**config.mk**
```make
export PLATFORM = sky130hd
export DESIGN_NAME = frame_scan_sched_flat
export DESIGN_NICKNAME = d
export VERILOG_FILES = /design/src/rtl/frame_scan_sched_pkg.sv /design/src/rtl/frame_scan_sched_if.sv /design/src/rtl/frame_scan_sched_addr_gen.sv /design/src/rtl/frame_scan_sched.sv /design/src/flat_wrapper.sv
export SDC_FILE = /design/constraint.sdc
export NUM_CORES = 1
export LEC_CHECK = 0
export CAP_MARGIN = 10
export CORE_MARGIN = 4
export CORE_UTILIZATION = 45
export CTS_CLUSTER_SIZE = 40
export DETAILED_ROUTE_END_ITERATION = 10
export GPL_TIMING_DRIVEN = 0
export PLACE_DENSITY = 0.66
export REMOVE_ABC_BUFFERS = 1
export SLEW_MARGIN = 40
export SYNTH_ARGS = -nofsm -noshare
export SYNTH_HDL_FRONTEND = slang
export SYNTH_SLANG_ARGS = --single-unit
```
**constraint.sdc**
```tcl
create_clock -name clk -period 2.6 [get_ports clk]
set_input_delay 0.26 -clock clk [delete_from_list [all_inputs] [get_ports clk]]
set_output_delay 0.26 -clock clk [all_outputs]
set_load 0.005 [all_outputs]
```
**src/rtl/frame_scan_sched_pkg.sv**
```systemverilog
// Shared types and defaults for the frame raster-scan scheduler.
package frame_scan_pkg;

  typedef enum logic [1:0] {
    IDLE  = 2'd0,
    RUN   = 2'd1,
    DRAIN = 2'd2,
    FIN   = 2'd3
  } scan_state_e;

  localparam int ROW_W_DEF   = 8;
  localparam int COL_W_DEF   = 8;
  localparam int LATENCY_DEF = 8;
  localparam int MAX_LATENCY = 32;

endpackage

```
**src/rtl/frame_scan_sched_if.sv**
```systemverilog
// Control/status and memory-address bundle of the scan scheduler.
// SCAN_STALL_CNT_EN adds the stall_cycles statistic.
interface frame_scan_sched_if
  import frame_scan_pkg::*;
#(
  parameter int ROW_W = ROW_W_DEF,
  parameter int COL_W = COL_W_DEF
);
  logic             start;
  logic             abort;
  logic             stall;
  logic [ROW_W-1:0] last_row;
  logic [COL_W-1:0] last_col;
  logic             busy;
  logic             done;
  logic             act;
  logic             rd;
  logic             wr;
  logic [ROW_W-1:0] addr_row_r;
  logic [COL_W-1:0] addr_col_r;
  logic [ROW_W-1:0] addr_row_w;
  logic [COL_W-1:0] addr_col_w;
`ifdef SCAN_STALL_CNT_EN
  logic [31:0]      stall_cycles;
`endif

  // Controller side
  modport master (
    output start, abort, stall, last_row, last_col,
    input  busy, done, act, rd, wr,
    input  addr_row_r, addr_col_r, addr_row_w, addr_col_w
`ifdef SCAN_STALL_CNT_EN
    , input stall_cycles
`endif
  );

  // Scheduler side
  modport slave (
    input  start, abort, stall, last_row, last_col,
    output busy, done, act, rd, wr,
    output addr_row_r, addr_col_r, addr_row_w, addr_col_w
`ifdef SCAN_STALL_CNT_EN
    , output stall_cycles
`endif
  );

endinterface

```
**src/rtl/frame_scan_sched_addr_gen.sv**
```systemverilog
// Raster row/col counter: column-first, col wraps last_col->0 and bumps row.
// The counter parks on (last_row,last_col) and ignores further advances.
module scan_addr_gen
  import frame_scan_pkg::*;
#(
  parameter int ROW_W = ROW_W_DEF,
  parameter int COL_W = COL_W_DEF
) (
  input  logic             clk,
  input  logic             rst,
  input  logic             clr,
  input  logic             adv,
  input  logic [ROW_W-1:0] last_row,
  input  logic [COL_W-1:0] last_col,
  output logic [ROW_W-1:0] row,
  output logic [COL_W-1:0] col,
  output logic             is_last
);

  assign is_last = (row == last_row) && (col == last_col);

  // Address counter with synchronous clear and wrap
  always_ff @(posedge clk or negedge rst) begin
    if (!rst) begin
      row <= '0;
      col <= '0;
    end else if (clr) begin
      row <= '0;
      col <= '0;
    end else if (adv && !is_last) begin
      if (col == last_col) begin
        col <= '0;
        row <= row + 1'b1;
      end else begin
        col <= col + 1'b1;
      end
    end
  end

endmodule

```
**src/rtl/frame_scan_sched.sv**
```systemverilog
// Frame raster-scan scheduler: issues reads in raster order, tracks them
// through a LATENCY-deep valid pipeline and issues the matching writes.
// Optional: SCAN_STALL_CNT_EN adds a saturating stall-cycle counter.
module frame_scan_sched
  import frame_scan_pkg::*;
#(
  parameter int ROW_W   = ROW_W_DEF,
  parameter int COL_W   = COL_W_DEF,
  parameter int LATENCY = LATENCY_DEF
) (
  input  logic                 clk,
  input  logic                 rst,
  frame_scan_sched_if.slave    bus
);

  if (LATENCY < 1 || LATENCY > MAX_LATENCY) begin : g_bad_latency
    $error("frame_scan_sched: LATENCY out of range 1..%0d", MAX_LATENCY);
  end

  scan_state_e      state, state_nxt;
  logic [ROW_W-1:0] lr_q;
  logic [COL_W-1:0] lc_q;
  logic [LATENCY-1:0] vld_pipe, pipe_nxt;
  logic             start_ok, abort_ok;
  logic             rd_i, wr_i, act_i, busy_i, done_i;
  logic             rd_last, wr_last;

  assign start_ok = bus.start && (state == IDLE);
  assign abort_ok = bus.abort && (state != IDLE);

  // State register
  always_ff @(posedge clk or negedge rst) begin
    if (!rst) state <= IDLE;
    else      state <= state_nxt;
  end

  // Next-state: abort wins over everything outside IDLE
  always_comb begin
    state_nxt = state;
    if (abort_ok) begin
      state_nxt = IDLE;
    end else begin
      case (state)
        IDLE:    if (bus.start)        state_nxt = RUN;
        RUN:     if (rd_i && rd_last)  state_nxt = DRAIN;
        DRAIN:   if (wr_i && wr_last)  state_nxt = FIN;
        FIN:                           state_nxt = IDLE;
        default:                       state_nxt = IDLE;
      endcase
    end
  end

  // Outputs decoded from state; stall gates both strobes
  always_comb begin
    rd_i   = 1'b0;
    act_i  = 1'b0;
    busy_i = 1'b0;
    done_i = 1'b0;
    case (state)
      RUN:   begin rd_i = ~bus.stall; act_i = 1'b1; busy_i = 1'b1; end
      DRAIN: begin act_i = 1'b1; busy_i = 1'b1; end
      FIN:   done_i = 1'b1;
      default: ;
    endcase
    wr_i = vld_pipe[LATENCY-1] & ~bus.stall;
  end

  // Frame size is captured once per scan so the inputs may change mid-scan
  always_ff @(posedge clk or negedge rst) begin
    if (!rst) begin
      lr_q <= '0;
      lc_q <= '0;
    end else if (start_ok) begin
      lr_q <= bus.last_row;
      lc_q <= bus.last_col;
    end
  end

  if (LATENCY == 1) begin : g_pipe1
    assign pipe_nxt = rd_i;
  end else begin : g_pipen
    assign pipe_nxt = {vld_pipe[LATENCY-2:0], rd_i};
  end

  // Valid pipeline: frozen by stall, flushed by abort
  always_ff @(posedge clk or negedge rst) begin
    if (!rst)             vld_pipe <= '0;
    else if (abort_ok)    vld_pipe <= '0;
    else if (!bus.stall)  vld_pipe <= pipe_nxt;
  end

  scan_addr_gen #(.ROW_W(ROW_W), .COL_W(COL_W)) u_rd_addr (
    .clk      (clk),
    .rst      (rst),
    .clr      (start_ok),
    .adv      (rd_i && !abort_ok),
    .last_row (lr_q),
    .last_col (lc_q),
    .row      (bus.addr_row_r),
    .col      (bus.addr_col_r),
    .is_last  (rd_last)
  );

  scan_addr_gen #(.ROW_W(ROW_W), .COL_W(COL_W)) u_wr_addr (
    .clk      (clk),
    .rst      (rst),
    .clr      (start_ok),
    .adv      (wr_i && !abort_ok),
    .last_row (lr_q),
    .last_col (lc_q),
    .row      (bus.addr_row_w),
    .col      (bus.addr_col_w),
    .is_last  (wr_last)
  );

  assign bus.rd   = rd_i;
  assign bus.wr   = wr_i;
  assign bus.act  = act_i;
  assign bus.busy = busy_i;
  assign bus.done = done_i;

`ifdef SCAN_STALL_CNT_EN
  logic [31:0] stall_cnt;

  // Busy cycles spent stalled, saturating; held once the scan ends
  always_ff @(posedge clk or negedge rst) begin
    if (!rst)                                       stall_cnt <= '0;
    else if (start_ok)                              stall_cnt <= '0;
    else if (busy_i && bus.stall && stall_cnt != '1) stall_cnt <= stall_cnt + 32'd1;
  end

  assign bus.stall_cycles = stall_cnt;
`endif

endmodule

```
**src/flat_wrapper.sv**
```systemverilog
// flat-port wrapper written by rule: the top's interface ports become plain ports
module frame_scan_sched_flat import frame_scan_pkg::*;
#(
  parameter int ROW_W   = ROW_W_DEF,
  parameter int COL_W   = COL_W_DEF,
  parameter int LATENCY = LATENCY_DEF
)
  (clk, rst, bus_start, bus_abort, bus_stall, bus_last_row, bus_last_col, bus_busy, bus_done, bus_act, bus_rd, bus_wr, bus_addr_row_r, bus_addr_col_r, bus_addr_row_w, bus_addr_col_w);
  frame_scan_sched_if #(.ROW_W(ROW_W), .COL_W(COL_W)) bus_i ();
  input  logic clk;
  input  logic rst;
  input wire logic [$bits(bus_i.start)-1:0] bus_start;
  input wire logic [$bits(bus_i.abort)-1:0] bus_abort;
  input wire logic [$bits(bus_i.stall)-1:0] bus_stall;
  input wire logic [$bits(bus_i.last_row)-1:0] bus_last_row;
  input wire logic [$bits(bus_i.last_col)-1:0] bus_last_col;
  output wire logic [$bits(bus_i.busy)-1:0] bus_busy;
  output wire logic [$bits(bus_i.done)-1:0] bus_done;
  output wire logic [$bits(bus_i.act)-1:0] bus_act;
  output wire logic [$bits(bus_i.rd)-1:0] bus_rd;
  output wire logic [$bits(bus_i.wr)-1:0] bus_wr;
  output wire logic [$bits(bus_i.addr_row_r)-1:0] bus_addr_row_r;
  output wire logic [$bits(bus_i.addr_col_r)-1:0] bus_addr_col_r;
  output wire logic [$bits(bus_i.addr_row_w)-1:0] bus_addr_row_w;
  output wire logic [$bits(bus_i.addr_col_w)-1:0] bus_addr_col_w;
  assign bus_i.start = bus_start;
  assign bus_i.abort = bus_abort;
  assign bus_i.stall = bus_stall;
  assign bus_i.last_row = bus_last_row;
  assign bus_i.last_col = bus_last_col;
  assign bus_busy = bus_i.busy;
  assign bus_done = bus_i.done;
  assign bus_act = bus_i.act;
  assign bus_rd = bus_i.rd;
  assign bus_wr = bus_i.wr;
  assign bus_addr_row_r = bus_i.addr_row_r;
  assign bus_addr_col_r = bus_i.addr_col_r;
  assign bus_addr_row_w = bus_i.addr_row_w;
  assign bus_addr_col_w = bus_i.addr_col_w;
  frame_scan_sched #(.ROW_W(ROW_W), .COL_W(COL_W), .LATENCY(LATENCY)) u_core (.clk(clk), .rst(rst), .bus(bus_i));
endmodule
```
After elaboration in Yosys (flattened, before gate mapping)
Index checks and enable logic that the tools add are counted.
{"block": "word_totals", "word_cells": 70, "input_bits": 21, "out_inout_bits": 37, "reg_bits": 58}
{"block": "op_classes", "n_mux": 22, "n_eq_ne": 11, "bitwise_logic": 2, "n_addsub": 4, "reduce_logical": 23}
{"operator": "2-to-1 mux 8 bit", "n": 14}
{"operator": "adder 8 x 1 -> 8 bit, second input constant", "n": 4}
{"operator": "== test 8 bit", "n": 4}
{"operator": "logical AND 1 bit", "n": 10}
{"operator": "nonzero test 2 bit", "n": 5}
{"operator": "2-to-1 mux 2 bit", "n": 4}
{"operator": "case mux 2 bit (4 select lines)", "n": 1}
{"operator": "inequality test 3 x 1 -> 1 bit, second input constant", "n": 2}
{"operator": "== test 2 bit, second input constant", "n": 2}
{"operator": "AND reduction 2 bit", "n": 2}
{"operator": "logical NOT 1 bit", "n": 3}
{"operator": "2-to-1 mux 1 bit", "n": 3}
{"operator": "inequality test 3 x 2 -> 1 bit, second input constant", "n": 1}
{"operator": "AND reduction 3 bit", "n": 1}
{"operator": "== test 2 x 1 -> 1 bit, second input constant", "n": 1}
{"operator": "logical NOT 2 bit", "n": 1}
{"operator": "inequality test 2 x 1 -> 1 bit, second input constant", "n": 1}
{"operator": "OR reduction 2 bit", "n": 1}
{"operator": "AND 1 bit", "n": 1}
{"operator": "NOT 1 bit", "n": 1}

Longest topological paths before layout
{"block": "depth", "word_depth": 7, "depth_mapped": 8, "depth_no_buf": 8}

Modules after synthesis
Synthesis repeated with hierarchy kept, for this count alone.
{"block": "unflattened", "hier_cells": 305, "area_unflattened_um2": 3245.6}
{"mod": "scan_addr_gen", "area_each_um2": 1066.0, "cells_per_inst": 110, "n_inst": 2}
{"mod": "frame_scan_sched", "area_each_um2": 1113.6, "cells_per_inst": 85, "n_inst": 1}

Least setup slack after synthesis
Ideal clock, no wire load.
{"block": "synth_timing", "kind": "register to register", "start": "reg u_core.state[0]", "end": "reg u_core.u_wr_addr.row[5]", "arrival_ns": 2.123, "stages_incl_launch_ff": 8, "required_time_ns": 2.522, "slack_ns": 0.399, "synth_period_minus_slack_ns": 2.201, "setup_ns": 0.078, "n_path_buf": 0, "path_cell_list": "dfrtp_1 -> inv_1 -> ha_1 -> nand2b_1 -> nand2_1 -> o41a_1 -> or4_1 -> a21oi_1"}
{"block": "synth_between", "elab_chain_cells": 7}
{"element": "start, declared", "line_no": "frame_scan_sched.sv:20", "source": "scan_state_e state, state_nxt;"}
{"element": "start signal, assigned", "line_no": "frame_scan_sched.sv:34", "source": "else state <= state_nxt;"}
{"element": "nonzero test 2 bit", "line_no": "frame_scan_sched.sv:29", "source": "assign abort_ok = bus.abort && (state != IDLE);"}
{"element": "logical AND 1 bit", "line_no": "frame_scan_sched.sv:29"}
{"element": "logical NOT 1 bit", "line_no": "frame_scan_sched.sv:108", "source": ".adv (wr_i && !abort_ok),"}
{"element": "logical AND 1 bit", "line_no": "frame_scan_sched.sv:108"}
{"element": "logical AND 1 bit", "line_no": "frame_scan_sched_addr_gen.sv:30", "source": "end else if (adv && !is_last) begin"}
{"element": "nonzero test 2 bit (no source line)"}
{"element": "AND reduction 2 bit (no source line)"}
{"element": "end signal, assigned", "line_no": "frame_scan_sched_addr_gen.sv:33", "source": "row <= row + 1'b1;"}
{"element": "end, declared", "line_no": "frame_scan_sched_addr_gen.sv:15", "source": "output logic [ROW_W-1:0] row,"}
Parallel ways exist; a longest one is shown, timed or not.
A chain may end at the register's enable or synchronous reset.

Worst setup path after layout
{"block": "layout_timing", "start": "reg u_core.u_wr_addr.col[5]", "end": "reg u_core.state[1]"}
{"block": "layout_between", "elab_chain_cells": 5}
{"element": "start, declared", "line_no": "frame_scan_sched_addr_gen.sv:16", "source": "output logic [COL_W-1:0] col,"}
{"element": "start signal, assigned", "line_no": "frame_scan_sched_addr_gen.sv:35", "source": "col <= col + 1'b1;"}
{"element": "== test 8 bit", "line_no": "frame_scan_sched_addr_gen.sv:20", "source": "assign is_last = (row == last_row) && (col == last_col);"}
{"element": "logical AND 1 bit", "line_no": "frame_scan_sched_addr_gen.sv:20"}
{"element": "logical AND 1 bit", "line_no": "frame_scan_sched.sv:46", "source": "DRAIN: if (wr_i && wr_last) state_nxt = FIN;"}
{"element": "inequality test 3 x 1 -> 1 bit (no source line)"}
{"element": "AND reduction 3 bit (no source line)"}
Every way passes these cells.

==> results <==
- The classification of the worst setup path is flop to flop.
- The post-synthesis cell type count is 51.
- The total clock sinks is 58.
- Headroom to the max-slew limit came out at 51.7%.
- The worst register-to-register path begins at u_core.u_wr_addr.col[5].
- The final wirelength is 7.44 mm.
- The setup total negative slack is 0 ps.
- The post-route netlist has 7.81% of its cells at a drive strength greater than 1.
- For this design, the slowest cell found on the critical path is sky130_fd_sc_hd__nor4_1.
- The final non-filler cell total is 493.
- The number of post-CTS setup repair buffers is 0.
- The cell depth of the worst flop-to-flop path is 6.
- The worst register-to-register path ends at u_core.state[1].
- The Yosys step of the flow raised 0 warnings.
- Counting tap cells, the placed design contains a total of 476 instances.
- During placement, the flow inserted port buffers numbering 57.
- The max-slew violation total from the final report is 0.
- The dominant cell type by area after synthesis is sky130_fd_sc_hd__dfrtp_1.
- The placement row count is 30.
- The first global-routing pass estimated 12.8 mm of wire.
- The largest stage delay on the critical path is 540 ps.
- Across the routed clock network, the largest skew measured is 10.8 ps.
- The number of max-cap violations is 0.
- The initial antenna violation count was 0.
- Compared with the post-synthesis result, the final layout area differs by 27.7%.
- The proportion of register bits with asynchronous set or reset after synthesis is 100%.
- The chip height is 91.6 um.
- The die covers 8380 sq um.
- At the end of the flow, the number of nets in the layout was 421.
- In this design, the largest share of critical-path delay is due to compound AO/OA/AOI/OAI gates.
- The number of buffer and inverter instances along the worst setup path is 0.
- The most used flip-flop cell after synthesis is sky130_fd_sc_hd__dfrtp_1.
- The total core area is 6790 sq um.
- The first-pass iteration count of the detailed router is 4.
- The number of buffers on the longest clock path is 2.
- For this design the top-level I/O count stands at 58.
- The upper clock frequency limit is 410 MHz.
- The antenna violation net count after detailed routing is 0.
- Setup repair after global routing left no endpoint under its margin.
- The worst path required time is 2780 ps.
- At the pin with the least slew margin, the transition time is 724 ps.
- The cell area power density is 814 nW/um^2.
- Counting every instance in the synthesized netlist gives 334.
- The number of clock buffers added by TritonCTS is 9.
- The register area share after synthesis is 46.2%.
- The number of setup violations in the final report is 0.
- The clock latency of the later-clocked register in the worst-skew pair is 340 ps.
- Detailed placement finished with a half-perimeter wire length of 5.21 mm.
- The detailed router placed 2632 vias in this run.
- The mapped netlist covers 3140 sq um.
- The number of antenna diodes in the final layout is 0.
- Routability-driven placement finished with a final weighted congestion of 0.785.
- After clock tree synthesis, the clock-pin slew on the worst setup and hold paths is 70 ps.
- In the routed design, unresolved DRC markers number 0.
- Dividing the detail-routed wire length by the instance count gives 15.1 um.
- The most frequent cell after synthesis is sky130_fd_sc_hd__nand2_1.
- CTS placed an instance of sky130_fd_sc_hd__clkbuf_8 at the clock tree root.
- Using the TritonRoute via totals, the vias-per-cell ratio works out to 5.34.
- STA puts the critical path data arrival time at 2620 ps.
- The total global-route track usage is 18.8%.
- The die span in x is 91.6 um.
- By count the netlist is led by 72 x sky130_fd_sc_hd__nand2_1, 58 x sky130_fd_sc_hd__dfrtp_1, 27 x sky130_fd_sc_hd__xnor2_1.
- The post-synthesis average cell area is 9.41 sq um.
- The synthesized design contains 58 register bits.
- The H-tree was split into 3 levels.
- Setup slack on the worst reg-to-reg path comes out at 160 ps.
- The final count of hold timing violations is 0.
- The flow ran to the end, and the final reports show no timing, DRC or antenna violations.
- The maximum vdd drop is 0.000425 V.
- The shortest period the worst path allows is 2440 ps.
- The worst setup path is captured at a flop.
- The signal on the critical path passes through xnor2_1 > nand4_1 > nor4_1 > a21boi_0 > o311ai_0 > o41ai_1.
- The filler cell count is 613.
- The startpoint type of the worst setup path is a flop.
- The class of the tightest hold or removal check is input pin to async pin.
- For this design the static power due to leakage is 0.00171 uW.
- The total design power is 3270 uW.
- The initial utilization of the core area, before any placement, comes to 46.2%.
- The pin count of the biggest net entering global routing is 37.
- TritonCTS built the clock tree.
- After layout, the worst path uses 93.7% of the clock period.
- The via count of the first global-routing pass came to 2684.
- The worst hold slack is 387 ps.
- The overall overflow remaining after global route is 0.
- In this run the worst path has a maximum fanout of 6.
- The synthesized design contains 0 enable-type register cells.
- The synthesized design devotes to its leading area cell type 46.2% of total area.
- In this run, the number of DRC markers left after iteration 0 of detailed routing was 104.
- Ranked by total cell area, the synthesized netlist is headed by sky130_fd_sc_hd__dfrtp_1 46%, sky130_fd_sc_hd__nand2_1 8.6%, sky130_fd_sc_hd__xnor2_1 7.5%.
layer usage:
layer	share of wire, %	GRT usage [%]
met5	0	0
met4	1.3	6.28
met3	5.1	3.56
met2	45	29.3
met1	48	26.2
final cells by class:
type	instances	area (sq um)	area share [%]
multi-input combinational	258	1640	40.8
inverter	6	22.5	0.561
tap	96	120	2.99
clock buffer	10	128	3.18
sequential	58	1450	36.2
clock inverter	6	57.6	1.43
timing repair buffer	59	598	14.9
sequential cells by signal (all words and copies together) (netlist names):
register and count:
u_core.lc_q 8, u_core.lr_q 8, u_core.u_rd_addr.col 8, u_core.u_rd_addr.row 8, u_core.u_wr_addr.col 8, u_core.u_wr_addr.row 8
u_core.vld_pipe 8, u_core.state 2
kinds of logic (layout without fill, tap and decap cells):
group                      Yosys count  in the layout  share of synthesized area [%]
and+or+nand+nor                    147            147                           22.5
AOI/OAI and AO/OA                   58             58                           12.7
DFF                                 58             58                           46.2
xor gates and xnor gates            37             37                           10.3
buffers and inverters               18             81                           2.55
adders and majority gates            8              8                           3.19
muxes                                8              8                           2.59
timing repair:
| action | in CTS | in global routing |
|---|---|---|
| endpoints found under the setup margin | 3 | 4 |
| pin swaps | 0 | 2 |
| gates cloned | 0 | 0 |
| hold endpoints to repair | 27 | 0 |
| gates resized for setup | 3 | 1 |
| hold buffers | 1 | 0 |
cell usage in the layout, fill, tap and decap left out, drive strengths merged, types with 2 or more instances in the layout:
master,n
clkdlybuf4s50,56
dfrtp,58
clkinv,4
buf,2
clkbuf,10
ha,8
o41ai,2
inv,6
xor2,10
a21oi,11
nor4,6
o21a,2
nor2b,4
a22o,3
or4b,2
nand4,7
a21boi,4
nand3,13
o21ai,19
or4,4
nand2,72
o31ai,4
o211ai,2
or3,10
xnor2,27
mux2i,7
nor3,3
nor2,20
power by group:
part / internal, uW / switching, uW / total [uW]
registers: 1090 / 241 / 1330
clock network: 436 / 357 / 793
logic: 525 / 618 / 1140
total: 2050 / 1220 / 3270
per-stage QoR:
step                      utilization, %  setup WS, ps  area [sq um]
after floorplan                        -           281          3080
after global placement              55.6          -622          3770
after detailed placement            55.9          -300          3800
after CTS                           58.9          69.9          4000
after global routing                59.1          12.9          4010
final                               59.1           163          4010
worst max-delay path by stage:
| stage | slack, ps | depth (start not counted) | start | endpoint |
|---|---|---|---|---|
| 6_report | 160 | 6 | u_core.u_wr_addr.col[5] | u_core.state[1] |
| 5_1_grt | 10 | 6 | u_core.u_wr_addr.col[0] | u_core.state[1] |
| 4_1_cts | 70 | 7 | u_core.state[0] | u_core.u_wr_addr.row[5] |
| 3_5_place_dp | -300 | 6 | bus_stall | u_core.u_wr_addr.row[5] |
| 3_3_place_gp | -620 | 1 | rst | u_core.u_rd_addr.row[3] |
| 2_1_floorplan | 280 | 7 | u_core.state[0] | u_core.u_wr_addr.row[5] |
Note: power is estimated with default switching activity, not from simulation.
